[src/rtl/cpu_pkg.sv]
// Shared CPU definitions: jump opcodes (shared with the watchdog and control
// unit), interrupt source indices and the interrupt controller state encoding.
package cpu_pkg;

  localparam logic [5:0] JR  = 6'b010010;
  localparam logic [5:0] JF  = 6'b010101;
  localparam logic [5:0] J   = 6'b111100;
  localparam logic [5:0] JTM = 6'b111101;
  localparam logic [5:0] JAL = 6'b111110;

  localparam int IRQ_WDOG = 0;
  localparam int IRQ_IO0  = 1;
  localparam int IRQ_IO1  = 2;
  localparam int IRQ_IO2  = 3;

  typedef enum logic [1:0] {
    ST_IDLE = 2'd0,
    ST_REQ  = 2'd1,
    ST_ISR  = 2'd2
  } irq_state_t;

  // True for any control-transfer opcode; a jump in flight is never preempted.
  function automatic logic is_jump(input logic [5:0] op);
    return (op == JR) || (op == JF) || (op == J) || (op == JTM) || (op == JAL);
  endfunction

endpackage

[src/rtl/interrupt_controller_prio_enc.sv]
// Lowest-set-bit priority encoder: bit 0 (watchdog) has the highest priority.
module prio_enc #(
  parameter int NUM_SRC = 4,
  parameter int IDX_W   = 2
) (
  input  logic [NUM_SRC-1:0] req,
  output logic [IDX_W-1:0]   idx,
  output logic               valid
);

  // Scan from the top down so the lowest set index is the last one written.
  always_comb begin
    idx   = '0;
    valid = 1'b0;
    for (int i = NUM_SRC - 1; i >= 0; i--) begin
      if (req[i]) begin
        idx   = IDX_W'(i);
        valid = 1'b1;
      end
    end
  end

endmodule

[src/rtl/interrupt_controller.sv]
// CPU interrupt controller: edge-latches request lines, waits for a safe
// preemption point (user mode, no jump executing), handshakes with the control
// unit, records return PC and cause, and holds until return-from-interrupt.
//
//   state   | meaning
//   IDLE    | no service in progress; accept lowest pending irq when safe
//   REQ     | int_req raised, waiting for control unit int_ack
//   ISR     | handler running, waiting for reti
module interrupt_controller
  import cpu_pkg::*;
#(
  parameter int NUM_SRC  = 4,
  parameter int PC_WIDTH = 32,
  parameter int CAUSE_W  = (NUM_SRC > 1) ? $clog2(NUM_SRC) : 1
) (
  input  logic                clk,
  input  logic                reset,
  input  logic                isUser,
  input  logic [5:0]          opcode,
  input  logic [PC_WIDTH-1:0] pc,
  input  logic [NUM_SRC-1:0]  irq_src,
  input  logic                int_ack,
  input  logic                reti,
  output logic                int_req,
  output logic [CAUSE_W-1:0]  int_cause,
  output logic [PC_WIDTH-1:0] epc,
  output logic                in_isr
);

  irq_state_t          state, state_nxt;
  logic [NUM_SRC-1:0]  irq_src_q;
  logic [NUM_SRC-1:0]  pending;
  logic [NUM_SRC-1:0]  rise;
  logic [NUM_SRC-1:0]  clr;
  logic [CAUSE_W-1:0]  sel_idx;
  logic                sel_valid;
  logic                safe;
  logic                accept;

  prio_enc #(
    .NUM_SRC(NUM_SRC),
    .IDX_W  (CAUSE_W)
  ) u_prio_enc (
    .req  (pending),
    .idx  (sel_idx),
    .valid(sel_valid)
  );

  assign rise   = irq_src & ~irq_src_q;
  assign safe   = isUser & ~is_jump(opcode);
  assign accept = (state == ST_IDLE) & sel_valid & safe;
  assign clr    = accept ? (NUM_SRC'(1) << sel_idx) : '0;

  // State register.
  always_ff @(posedge clk or negedge reset) begin
    if (!reset) state <= ST_IDLE;
    else        state <= state_nxt;
  end

  // Edge detect and pending latch; a fresh edge wins over the acceptance clear.
  always_ff @(posedge clk or negedge reset) begin
    if (!reset) begin
      irq_src_q <= '0;
      pending   <= '0;
    end else begin
      irq_src_q <= irq_src;
      pending   <= (pending & ~clr) | rise;
    end
  end

  // Capture return address and cause at acceptance; held until the next one.
  always_ff @(posedge clk or negedge reset) begin
    if (!reset) begin
      epc       <= '0;
      int_cause <= '0;
    end else if (accept) begin
      epc       <= pc;
      int_cause <= sel_idx;
    end
  end

  // Next-state logic; stray int_ack outside REQ and reti outside ISR are ignored.
  always_comb begin
    state_nxt = state;
    case (state)
      ST_IDLE: if (accept)  state_nxt = ST_REQ;
      ST_REQ:  if (int_ack) state_nxt = ST_ISR;
      ST_ISR:  if (reti)    state_nxt = ST_IDLE;
      default:              state_nxt = ST_IDLE;
    endcase
  end

  assign int_req = (state == ST_REQ);
  assign in_isr  = (state == ST_ISR);

endmodule

[config.mk]
export PLATFORM = sky130hd
export DESIGN_NAME = interrupt_controller
export DESIGN_NICKNAME = d
export VERILOG_FILES = /design/src/rtl/cpu_pkg.sv /design/src/rtl/interrupt_controller_prio_enc.sv /design/src/rtl/interrupt_controller.sv
export SDC_FILE = /design/constraint.sdc
export NUM_CORES = 1
export LEC_CHECK = 0
export ABC_AREA = 1
export CORE_MARGIN = 5
export CORE_UTILIZATION = 46
export CTS_BUF_LIST = sky130_fd_sc_hd__clkbuf_8
export DETAILED_ROUTE_END_ITERATION = 12
export PLACE_DENSITY = 0.88
export SKIP_CTS_REPAIR_TIMING = 1
export SYNTH_ARGS = -nofsm -noshare
export SYNTH_HDL_FRONTEND = slang
export SYNTH_SLANG_ARGS = --single-unit
[constraint.sdc]
create_clock -name clk -period 1.8 [get_ports clk]
set_input_delay 0.45 -clock clk [delete_from_list [all_inputs] [get_ports clk]]
set_output_delay 0.45 -clock clk [all_outputs]
set_load 0.02 [all_outputs]
Yosys cells after proc, flatten, opt, wreduce, memory -nomap -nowiden
Index checks and enable logic that the tools add are counted.
{ "totals": {"reg_bits": 44, "in_bits": 47, "out_inout_bits": 36, "wordCells": 44} }
{ "classes": {"eq_ne": 10, "shifts": 1, "muxes": 13, "bitwise_logic": 9, "reduce_logical": 6} }
{ "op_table": {"columns": ["op", "count"], "rows": [
  ["$eq 6x6->1 const B", 3],
  ["$mux 2", 7],
  ["$eq 6x5->1 const B", 2],
  ["$and 4x4->4", 2],
  ["$not 4->4", 2],
  ["$ne 2x2->1 const B", 3],
  ["$pmux 2 s3", 1],
  ["$logic_or 1x1->1", 4],
  ["$mux 1", 4],
  ["$mux 4", 1],
  ["$or 4x4->4", 1],
  ["$shl 1x2->4 const A", 1],
  ["$and 1x1->1", 3],
  ["$reduce_and 3->1", 1],
  ["$eq 2x1->1 const B", 1],
  ["$eq 2x2->1 const B", 1],
  ["$logic_not 2->1", 1],
  ["$not 1->1", 1]
]} }

Logic depth before layout (Yosys ltp)
Gate-level depths: netlist of the first run.
{ "depth": {"depth_word": 12, "mapped_depth": 9, "ltp_nobuf": 8} }

Hierarchy
Synthesis of the first run repeated with hierarchy kept, for this count alone.
{ "unflattened": {"hier_cells": 210, "hier_area_um2": 1853.0} }
{ "modules_own_cells": {"columns": ["mod", "instances", "cells_per_inst", "area_per_inst_um2", "seq_area_each_um2"], "rows": [
  ["interrupt_controller", 1, 202, 1816.7, 1101.1],
  ["prio_enc", 1, 8, 36.3, 0.0]
]} }

Worst setup path before layout of the first run
Ideal clock, no wire load.
{ "synth_timing": {"kind": "in2reg", "start": "input port opcode[1]", "end": "register int_cause[0]", "setup_time_ns": 0.118, "arrival_time_ns": 1.219, "required_time_ns": 1.682, "slack_ns": 0.463, "path_stages": 6, "n_path_buf": 1, "cell_sequence": "or2_2 -> nand3_2 -> nand2_4 -> buf_6 -> nand2_1 -> nand2_1"} }
{ "synth_via": {"elab_chain_cells": 8, "elab_cells_between_ends": 12, "cone_classes": "eq/ne (5); bitwise (3); reduce/logical (4)"} }
{ "synth_rtl": {"columns": ["item", "line", "source"], "rows": [
  ["from (decl)", "interrupt_controller.sv:19", "input logic [5:0] opcode,"],
  ["$eq 6x5->1", "cpu_pkg.sv:24", "return (op == JR) || (op == JF) || (op == J) || (op == JTM) || (op == JAL);"],
  ["$logic_or 1x1->1 (3 in a row)", "cpu_pkg.sv:24", null],
  ["$logic_or 1x1->1 (*)", "cpu_pkg.sv:24", null],
  ["$not 1->1 (*)", "interrupt_controller.sv:50", "assign safe = isUser & ~is_jump(opcode);"],
  ["$and 1x1->1 (*)", "interrupt_controller.sv:50", null],
  ["$and 1x1->1 (*)", "interrupt_controller.sv:51", "assign accept = (state == ST_IDLE) & sel_valid & safe;"],
  ["to (signal assigned)", "interrupt_controller.sv:78", "int_cause <= sel_idx;"],
  ["to (decl)", "interrupt_controller.sv:25", "output logic [CAUSE_W-1:0] int_cause,"]
]} }
Every way passes the cells marked *; elsewhere a longest branch is shown, timed or not.
A chain may end at the register's enable or synchronous reset.

Final worst setup path of the first run
{ "layout_timing": {"start": "register epc[13]", "end": "output port epc[13]"} }
{ "layout_lines": {"columns": ["item", "line", "source"], "rows": [
  ["from (decl)", "interrupt_controller.sv:26", "output logic [PC_WIDTH-1:0] epc,"],
  ["from (signal assigned)", "interrupt_controller.sv:77", "epc <= pc;"]
]} }
No word-level cell between the ends.

==> impl_metrics.env, run 1 <==
export IMPL_synth_area_top_cells="dfrtp_1, nand2_1, nand3_1"
export IMPL_crit_buf_inv=1
export IMPL_critPathSlowestCell="clkdlybuf4s50_1"
export IMPL_yosysSeqAreaShare_pct=60.27
export IMPL_dp_cells=337
export IMPL_cts_sinks=44
export IMPL_place_area_sq_um=2754
export IMPL_antenna_found_initial=0
export IMPL_fmax_ghz=0.5808
export IMPL_max_slew_margin_pct=69.74
export IMPL_fin_ws_ps=78.31
export IMPL_reg2reg_depth=7
export IMPL_power_total_mw=4.432
export IMPL_path_clk_slew_ps=80
export IMPL_synth_area_sq_um=1827
export IMPL_antenna_cells=0
export IMPL_portBuffers=82
export IMPL_worstMarginPinSlew_ps=453.9
export IMPL_dp_hpwl_um=3538
export IMPL_cellPowerDensity_nw_per_um2=1563
export IMPL_synth_nets=251
export IMPL_report_final_slew_viol_count=0
export IMPL_path_cells="clkdlybuf4s50_1"
export IMPL_fillCellCount=309
export IMPL_dp_worst_setup_slack_ps=-68.55
export IMPL_die_area_sq_um=5331
export IMPL_rrSetupSlack_ps=490
export IMPL_yosys_warnings=0
export IMPL_setup_viol=0
export IMPL_endpoint_kind="output pin"
export IMPL_areaGrowthSynthToFinish_pct=55.27
export IMPL_skew_ps=8.281
export IMPL_cp_top_family="buffers and inverters"
export IMPL_whs_ps=101.8
export IMPL_num_rows=23
export IMPL_ff_latch_area_sq_um=1101
export IMPL_initial_core_util_pct=46.68
export IMPL_fin_cells=344
export IMPL_wl_per_cell_um=13.15
export IMPL_worstPathMaxFanout=2
export IMPL_r2r_start="state[1]"
export IMPL_pin_count=83
export IMPL_cp_startpoint="epc[13]"
export IMPL_final_cell_mix="nand2_1, clkdlybuf4s50_1, dfrtp_1"
export IMPL_final_common_cell="nand2_1"
export IMPL_finalCriticalPeriod_ps=1722
export IMPL_grt_max_degree=22
export IMPL_globalplace_congestion=0.8272
export IMPL_ir_worst_vdd_mv=0.7364
export IMPL_ant_nets=0
export IMPL_clk_latency_ps=280
export IMPL_min_period_over_period_pct=95.65
export IMPL_status="finished, final reports clean"
export IMPL_start_kind="register"
export IMPL_design_area_sq_um=2836
export IMPL_grt_pass1_vias=1669
export IMPL_p_leak_nw=1.430
export IMPL_worstPathRequired_ps=1350
export IMPL_layout_drive_gt1_share_pct=7.823
export IMPL_via_count=1694
export IMPL_numCtsBuffers=5
export IMPL_r2r_end="pending[1]"
export IMPL_synth_top_cell_area_share_pct=60.27
export IMPL_ys_seq_elements=44
export IMPL_slowest_delay_ps=620
export IMPL_min_delay_path_class="input pin to asynchronous set/reset pin"
export IMPL_initialDrtViolationCount=86
export IMPL_route_detailed_drc=0
export IMPL_die_y_um=73.02
export IMPL_multi_input_area_sq_um=613.1
export IMPL_clockBufferDepth=2
export IMPL_hold_violations=0
export IMPL_overflow=0
export IMPL_critPathKind="register to output pin"
export IMPL_h_tree_depth=2
export IMPL_drt_wl_total_um=4522
export IMPL_grt_setup_unrepaired="false"
export IMPL_cts_root_buf="clkbuf_8"
export IMPL_cts_tree="yes"
export IMPL_grt_usage_pct=18.21
export IMPL_crit_cells=1
export IMPL_grt_pass1_wl_um=7534
export IMPL_nNetsFinal=341
export IMPL_syn_avg_cell_area_sq_um=8.955
export IMPL_die_w_um=73.02
export IMPL_arrival_ps=1270
export IMPL_drtPass1Iterations=4
export IMPL_yosysTopAreaCell="dfrtp_1"
export IMPL_core_sq_um=3914
export IMPL_synthCells=204
export IMPL_avgViaCountPerCell=4.924
export IMPL_maxCapViolations=0
export IMPL_synth_cell_types=17
[state kept, by name, indices dropped and copies added (netlist names)]
name	cells
irq_src_q	4
epc	32
pending	4
int_cause	2
state	2
[power breakdown]
group / total [mW] / leakage, nW / internal [mW] / switching [mW]
clock: 0.557 / 0.0452 / 0.258 / 0.299
combinational: 2.23 / 0.852 / 1.06 / 1.17
sequential: 1.64 / 0.533 / 1.40 / 0.240
total: 4.43 / 1.43 / 2.72 / 1.71
[layout make-up]
cell class	count	area share (%)
clock inverters	2	0.3088
flip-flops and latches	44	38.82
multi-input cells	138	21.61
well taps	50	2.206
clock buffers	5	2.426
inverters	13	1.720
repair buffers	92	32.91
[stage by stage]
step / util (%) / TNS [ps]
after floorplan: - / 0
after global placement: 70.36 / -5.891
after detailed placement: 70.36 / -1139
after CTS: 72.35 / -249.8
after global routing: 72.47 / 0
final: 72.47 / 0
[worst max path at each step]
stage,slack (ps),endpoint
finish,80,epc[13]
global route,30,epc[22]
CTS,-190,int_req
detailed placement,-70,pending[1]
global placement,-6,int_cause[1]
floorplan,460,int_cause[0]
[cells in the mapped netlist]
master and count:
a21oi_4 1, buf_2 6, nand4_1 1, clkinv_1 1
o21ai_0 3, nand2_1 84, dfrtp_1 44, inv_1 11
o31ai_1 2, or2_2 1, nand3_2 2, nor2_1 6
inv_2 1, buf_6 3, nand3_1 35, nand2_4 1
a21oi_1 2
[logic make-up (layout without fill, tap and decap cells)]
group | Yosys count | after routing | share of synthesized area, %
compound gates | 8 | 8 | 3.082
buf+inv | 22 | 112 | 6.164
flops | 44 | 44 | 60.27
simple gates | 130 | 130 | 30.48
[per-layer routing]
metal / share of wire, % / track usage (%) / up-vias
met1: 40 / 22.48 / 806
met4: 0.84 / 5.943 / 0
met3: 7.7 / 4.545 / 5
met5: 0 / 0 / -
li1: - / - / 824
met2: 51 / 31.08 / 59
Note: power is estimated with default switching activity, not from simulation.
==> inputs of run 2 (changes only) <==
--- a/config.mk
+++ b/config.mk
@@ -9,6 +9,7 @@
 export CORE_MARGIN = 5
 export CORE_UTILIZATION = 46
 export CTS_BUF_LIST = sky130_fd_sc_hd__clkbuf_8
+export CTS_CLUSTER_SIZE = 10
 export DETAILED_ROUTE_END_ITERATION = 12
 export PLACE_DENSITY = 0.88
 export SKIP_CTS_REPAIR_TIMING = 1
==> constraint.sdc (replaced) <==
create_clock -name clk -period 2.1 [get_ports clk]
set_input_delay 0.525 -clock clk [delete_from_list [all_inputs] [get_ports clk]]
set_output_delay 0.525 -clock clk [all_outputs]
set_load 0.02 [all_outputs]
==> impl_metrics.env, run 2 (same netlist as run 1, synthesis figures left out) <==
export IMPL_critPathKind="register to output pin"
export IMPL_via_count=1682
export IMPL_fmax_ghz=0.5169
export IMPL_report_final_slew_viol_count=0
export IMPL_arrival_ps=1410
export IMPL_portBuffers=82
export IMPL_grt_setup_unrepaired="false"
export IMPL_critPathSlowestCell="clkdlybuf4s50_1"
export IMPL_dp_cells=333
export IMPL_path_clk_slew_ps=80
export IMPL_antenna_cells=0
export IMPL_start_kind="register"
export IMPL_min_delay_path_class="input pin to asynchronous set/reset pin"
export IMPL_finalCriticalPeriod_ps=1935
export IMPL_num_rows=23
export IMPL_route_detailed_drc=0
export IMPL_grt_pass1_vias=1657
export IMPL_path_cells="nor2_1 -> clkdlybuf4s50_1"
export IMPL_worstPathRequired_ps=1570
export IMPL_maxCapViolations=0
export IMPL_nNetsFinal=337
export IMPL_final_common_cell="nand2_1"
export IMPL_worstMarginPinSlew_ps=499.3
export IMPL_die_w_um=73.02
export IMPL_cellPowerDensity_nw_per_um2=1406
export IMPL_setup_viol=0
export IMPL_overflow=0
export IMPL_clockBufferDepth=2
export IMPL_p_leak_nw=1.404
export IMPL_wl_per_cell_um=13.96
export IMPL_clk_latency_ps=290
export IMPL_min_period_over_period_pct=92.12
export IMPL_r2r_end="int_cause[1]"
export IMPL_crit_buf_inv=1
export IMPL_antenna_found_initial=0
export IMPL_final_cell_mix="nand2_1, clkdlybuf4s50_1, dfrtp_1"
export IMPL_grt_max_degree=38
export IMPL_crit_cells=2
export IMPL_core_sq_um=3914
export IMPL_cp_top_family="buffers and inverters"
export IMPL_avgViaCountPerCell=4.933
export IMPL_reg2reg_depth=6
export IMPL_r2r_start="state[0]"
export IMPL_status="finished, final reports clean"
export IMPL_slowest_delay_ps=600
export IMPL_endpoint_kind="output pin"
export IMPL_cp_startpoint="state[0]"
export IMPL_globalplace_congestion=0.7677
export IMPL_layout_drive_gt1_share_pct=7.216
export IMPL_place_area_sq_um=2699
export IMPL_max_slew_margin_pct=66.71
export IMPL_hold_violations=0
export IMPL_fin_cells=341
export IMPL_skew_ps=10.09
export IMPL_numCtsBuffers=5
export IMPL_drt_wl_total_um=4760
export IMPL_dp_hpwl_um=3550
export IMPL_top_register="epc"
export IMPL_largestRegisters="epc x32, irq_src_q x4, pending x4"
export IMPL_die_y_um=73.02
export IMPL_design_area_sq_um=2828
export IMPL_h_tree_depth=2
export IMPL_cts_sinks=44
export IMPL_pin_count=83
export IMPL_cts_root_buf="clkbuf_8"
export IMPL_grt_pass1_wl_um=7610
export IMPL_ant_nets=0
export IMPL_initial_core_util_pct=46.68
export IMPL_die_area_sq_um=5331
export IMPL_cts_tree="yes"
export IMPL_largest_register_ffs=32
export IMPL_drtPass1Iterations=4
export IMPL_rrSetupSlack_ps=690
export IMPL_areaGrowthSynthToFinish_pct=54.79
export IMPL_initialDrtViolationCount=142
export IMPL_worstPathMaxFanout=3
export IMPL_grt_usage_pct=18.64
export IMPL_ir_worst_vdd_mv=0.6645
run 2: cell count changes in the layout (fill, tap and decap cells not counted):
cell             before  now
dlymetal6s2s_1        2    1
buf_4                 7    5
clkinv_2              1    0
clkbuf_8              5    7
bufinv_16             0    1
buf_12                3    1
inv_1                12   11
clkdlybuf4s50_1      79   80
run 2: report_power, final:
| part | switching [mW] | total [mW] | internal, mW |
|---|---|---|---|
| logic | 1.00 | 1.86 | 0.855 |
| registers | 0.214 | 1.42 | 1.20 |
| clock network | 0.281 | 0.701 | 0.420 |
| total | 1.50 | 3.98 | 2.48 |
run 2: area by class of cell:
| type | count | area, sq um |
|---|---|---|
| Multi-Input combinational cell | 138 | 613.1 |
| Sequential cell | 44 | 1101 |
| Clock buffer | 7 | 96.34 |
| Fill cell | 308 | 1086 |
| Clock inverter | 1 | 30.03 |
| Inverter | 13 | 48.80 |
| Timing Repair Buffer | 88 | 875.8 |
| Tap cell | 50 | 62.56 |
run 2: worst max-delay path by stage:
stage	to	slack, ps
after global placement	int_cause[1]	110
after global routing	in_isr	70
after CTS	int_req	-10
final	in_isr	170
after floorplan	int_cause[0]	690
after detailed placement	state[0]	50
run 2: stage by stage:
| stage | worst slack [ps] | hold slack (ps) | setup TNS [ps] | total power, mW | utilization, % |
|---|---|---|---|---|---|
| 2_1_floorplan | 687.9 | 229.4 | 0 | 2.387 | - |
| 3_3_place_gp | 112.8 | 405.7 | 0 | 3.240 | 68.96 |
| 3_5_place_dp | 47.66 | 420.5 | 0 | 3.313 | 68.96 |
| 4_1_cts | -14.15 | 195.5 | -14.15 | 4.019 | 72.19 |
| 5_1_grt | 71.99 | 229.4 | 0 | 4.227 | 72.25 |
| 6_report | 165.4 | 182.2 | 0 | 3.977 | 72.25 |
run 2: per-layer routing:
metal | share of wire (%) | wire length, um | track usage [%]
met5 | 0 | 0 | 0
met4 | 1.0 | 49 | 6.967
met3 | 7.5 | 359 | 4.270
met2 | 52 | 2463 | 30.69
met1 | 40 | 1888 | 23.90
run 2: worst reg2reg max path, delay by kind of cell, from the launching register on:
family,cells,cell delay [ps]
AOI/OAI and AO/OA,2,300
DFF,1,410
buffers and inverters,1,90
and+or+nand+nor,3,480
==> inputs of run 3 (changes only) <==
--- a/config.mk
+++ b/config.mk
@@ -11,8 +11,9 @@
 export CTS_BUF_LIST = sky130_fd_sc_hd__clkbuf_8
 export CTS_CLUSTER_SIZE = 10
 export DETAILED_ROUTE_END_ITERATION = 12
-export PLACE_DENSITY = 0.88
+export PLACE_DENSITY = 0.87
 export SKIP_CTS_REPAIR_TIMING = 1
 export SYNTH_ARGS = -nofsm -noshare
 export SYNTH_HDL_FRONTEND = slang
+export SYNTH_HIERARCHICAL = 1
 export SYNTH_SLANG_ARGS = --single-unit
==> constraint.sdc (replaced) <==
create_clock -name clk -period 2.1 [get_ports clk]
set_input_delay 0.42 -clock clk [delete_from_list [all_inputs] [get_ports clk]]
set_output_delay 0.42 -clock clk [all_outputs]
set_load 0.02 [all_outputs]
==> impl_metrics.env, run 3 <==
export IMPL_arrival_ps=1550
export IMPL_synthTopCellsByCount="nand2_1, dfrtp_1, nand3_1"
export IMPL_report_final_slew_viol_count=0
export IMPL_maxCapViolations=0
export IMPL_synth_top_cell_area_share_pct=59.42
export IMPL_initial_core_util_pct=47.00
export IMPL_yosys_warnings=6
export IMPL_synth_area_top_cells="dfrtp_1, nand2_1, nand3_1"
export IMPL_portBuffers=82
export IMPL_initialDrtViolationCount=122
export IMPL_r2r_end="pending[3]"
export IMPL_ys_seq_elements=44
export IMPL_worstMarginPinSlew_ps=612.2
export IMPL_yosysSeqAreaShare_pct=59.42
export IMPL_ff_latch_area_sq_um=1101
export IMPL_hold_violations=0
export IMPL_endpoint_kind="output pin"
export IMPL_synth_area_sq_um=1853
export IMPL_die_area_sq_um=5398
export IMPL_synth_cell_types=17
export IMPL_drt_wl_total_um=4448
export IMPL_min_period_over_period_pct=93.59
export IMPL_globalplace_congestion=0.7498
export IMPL_wl_per_cell_um=12.82
export IMPL_grt_usage_pct=17.21
export IMPL_top_register="epc"
export IMPL_tns_ps=0
export IMPL_worstPathRequired_ps=1680
export IMPL_areaGrowthSynthToFinish_pct=50.98
export IMPL_h_tree_depth=2
export IMPL_clk_latency_ps=280
export IMPL_synth_compound_area_share_pct=2.093
export IMPL_largest_register_ffs=32
export IMPL_num_rows=23
export IMPL_cellPowerDensity_nw_per_um2=1356
export IMPL_fillCellCount=322
export IMPL_route_detailed_drc=0
export IMPL_reg2reg_depth=8
export IMPL_clockBufferDepth=2
export IMPL_synth_nets=257
export IMPL_overflow=0
export IMPL_synthXorXnorAreaFrac_pct=0
export IMPL_grt_setup_unrepaired="false"
export IMPL_ys_dominant_reg_cell="dfrtp_1"
export IMPL_nNetsFinal=343
export IMPL_worstPathMaxFanout=4
export IMPL_yosysTopAreaCell="dfrtp_1"
export IMPL_critPathKind="register to output pin"
export IMPL_max_slew_margin_pct=59.18
export IMPL_setup_viol=0
export IMPL_final_common_cell="nand2_1"
export IMPL_r2r_start="pending[0]"
export IMPL_numCtsBuffers=5
export IMPL_async_reset_ff_share_pct=100.0
export IMPL_cts_sinks=44
export IMPL_drtPass1Iterations=4
export IMPL_yosysMostFrequentCell="nand2_1"
export IMPL_synthSimpleGateAreaFrac_pct=31.80
export IMPL_status="finished, final reports clean"
export IMPL_final_cell_mix="nand2_1, clkdlybuf4s50_1, dfrtp_1"
export IMPL_largestRegisters="epc x32, irq_src_q x4, pending x4"
export IMPL_finalCriticalPeriod_ps=1965
export IMPL_rrSetupSlack_ps=670
export IMPL_ant_nets=0
export IMPL_cts_root_buf="clkbuf_8"
export IMPL_avgViaCountPerCell=4.790
export IMPL_skew_ps=3.846
export IMPL_cts_tree="yes"
export IMPL_syn_avg_cell_area_sq_um=8.824
export IMPL_fmax_ghz=0.5088
export IMPL_antenna_cells=0
export IMPL_antenna_found_initial=0
export IMPL_grt_pass1_wl_um=7238
export IMPL_min_delay_path_class="input pin to asynchronous set/reset pin"
export IMPL_fin_cells=347
export IMPL_synth_mux_area_share_pct=0
export IMPL_start_kind="register"
export IMPL_pin_count=83
export IMPL_via_count=1662
export IMPL_die_y_um=73.47
export IMPL_grt_pass1_vias=1664
export IMPL_multi_input_area_sq_um=628.1
export IMPL_dp_cells=339
export IMPL_core_sq_um=3943
export IMPL_synth_edf_count=0
export IMPL_p_leak_nw=1.378
export IMPL_layout_drive_gt1_share_pct=6.734
export IMPL_grt_max_degree=38
export IMPL_synthCells=210
export IMPL_synth_top_family_by_area="simple AND/OR/NAND/NOR gates"
export IMPL_dp_hpwl_um=3417
export IMPL_ir_worst_vdd_mv=0.6827
export IMPL_die_w_um=73.47
export IMPL_synthAdderAreaFrac_pct=0
export IMPL_path_clk_slew_ps=80
## run 3: how the worst max path moves through the flow
stage | start | to | slack [ps] | cells after the start
after floorplan | pending[0] | epc[10] | 760 | 8
after global placement | opcode[2] | int_cause[0] | 250 | 6
after detailed placement | opcode[2] | epc[12] | 190 | 6
after CTS | state[0] | int_req | 110 | 3
after global routing | state[0] | int_req | 8 | 3
final | state[0] | int_req | 130 | 3
## run 3: cell type report
| cell class | instances | share of cell area, % |
|---|---|---|
| Multi-Input combinational cell | 143 | 22.45 |
| Inverter | 14 | 1.878 |
| Timing Repair Buffer | 88 | 30.77 |
| Tap cell | 50 | 2.236 |
| Clock inverter | 2 | 0.3578 |
| Sequential cell | 44 | 39.36 |
| Clock buffer | 6 | 2.952 |
## run 3: critical path: stages, from the launching register on
cell and delay (ps):
dfrtp_1 430, inv_1 70, nor2_1 130, clkdlybuf4s50_1 630
## run 3: per-stage QoR
stage                     area (sq um)  worst slack (ps)  utilization (%)  hold slack [ps]  power (mW)
after global routing              2798             7.766            70.96            184.4       4.057
final                             2798             134.6            70.96            140.2       3.794
after detailed placement          2705             190.8            68.61            459.9       3.305
after CTS                         2798             113.0            70.96            152.1       3.840
after floorplan                   1853             764.1                -            124.4       2.418
after global placement            2705             245.1            68.61            452.8       3.244
## run 3: cell families (layout without fill, tap and decap cells)
logic type             count (synthesis)  in the layout
AOI/OAI and AO/OA                      6              6
buffers and inverters                 23            110
and+or+nand+nor                      137            137
DFF                                   44             44
## run 3: per-layer routing
metal | wire length, um | up-vias | share of wire (%) | global-route usage (%)
li1 | - | 836 | - | -
met4 | 51 | 0 | 1.1 | 6.237
met5 | 0 | - | 0 | 0
met3 | 297 | 6 | 6.7 | 3.830
met2 | 2230 | 53 | 50 | 29.04
met1 | 1868 | 767 | 42 | 21.61
## run 3: power breakdown
group	switching [mW]	internal [mW]	leakage, nW
registers	0.217	1.20	0.533
logic	1.00	0.852	0.794
clock network	0.261	0.262	0.0510
total	1.48	2.31	1.38
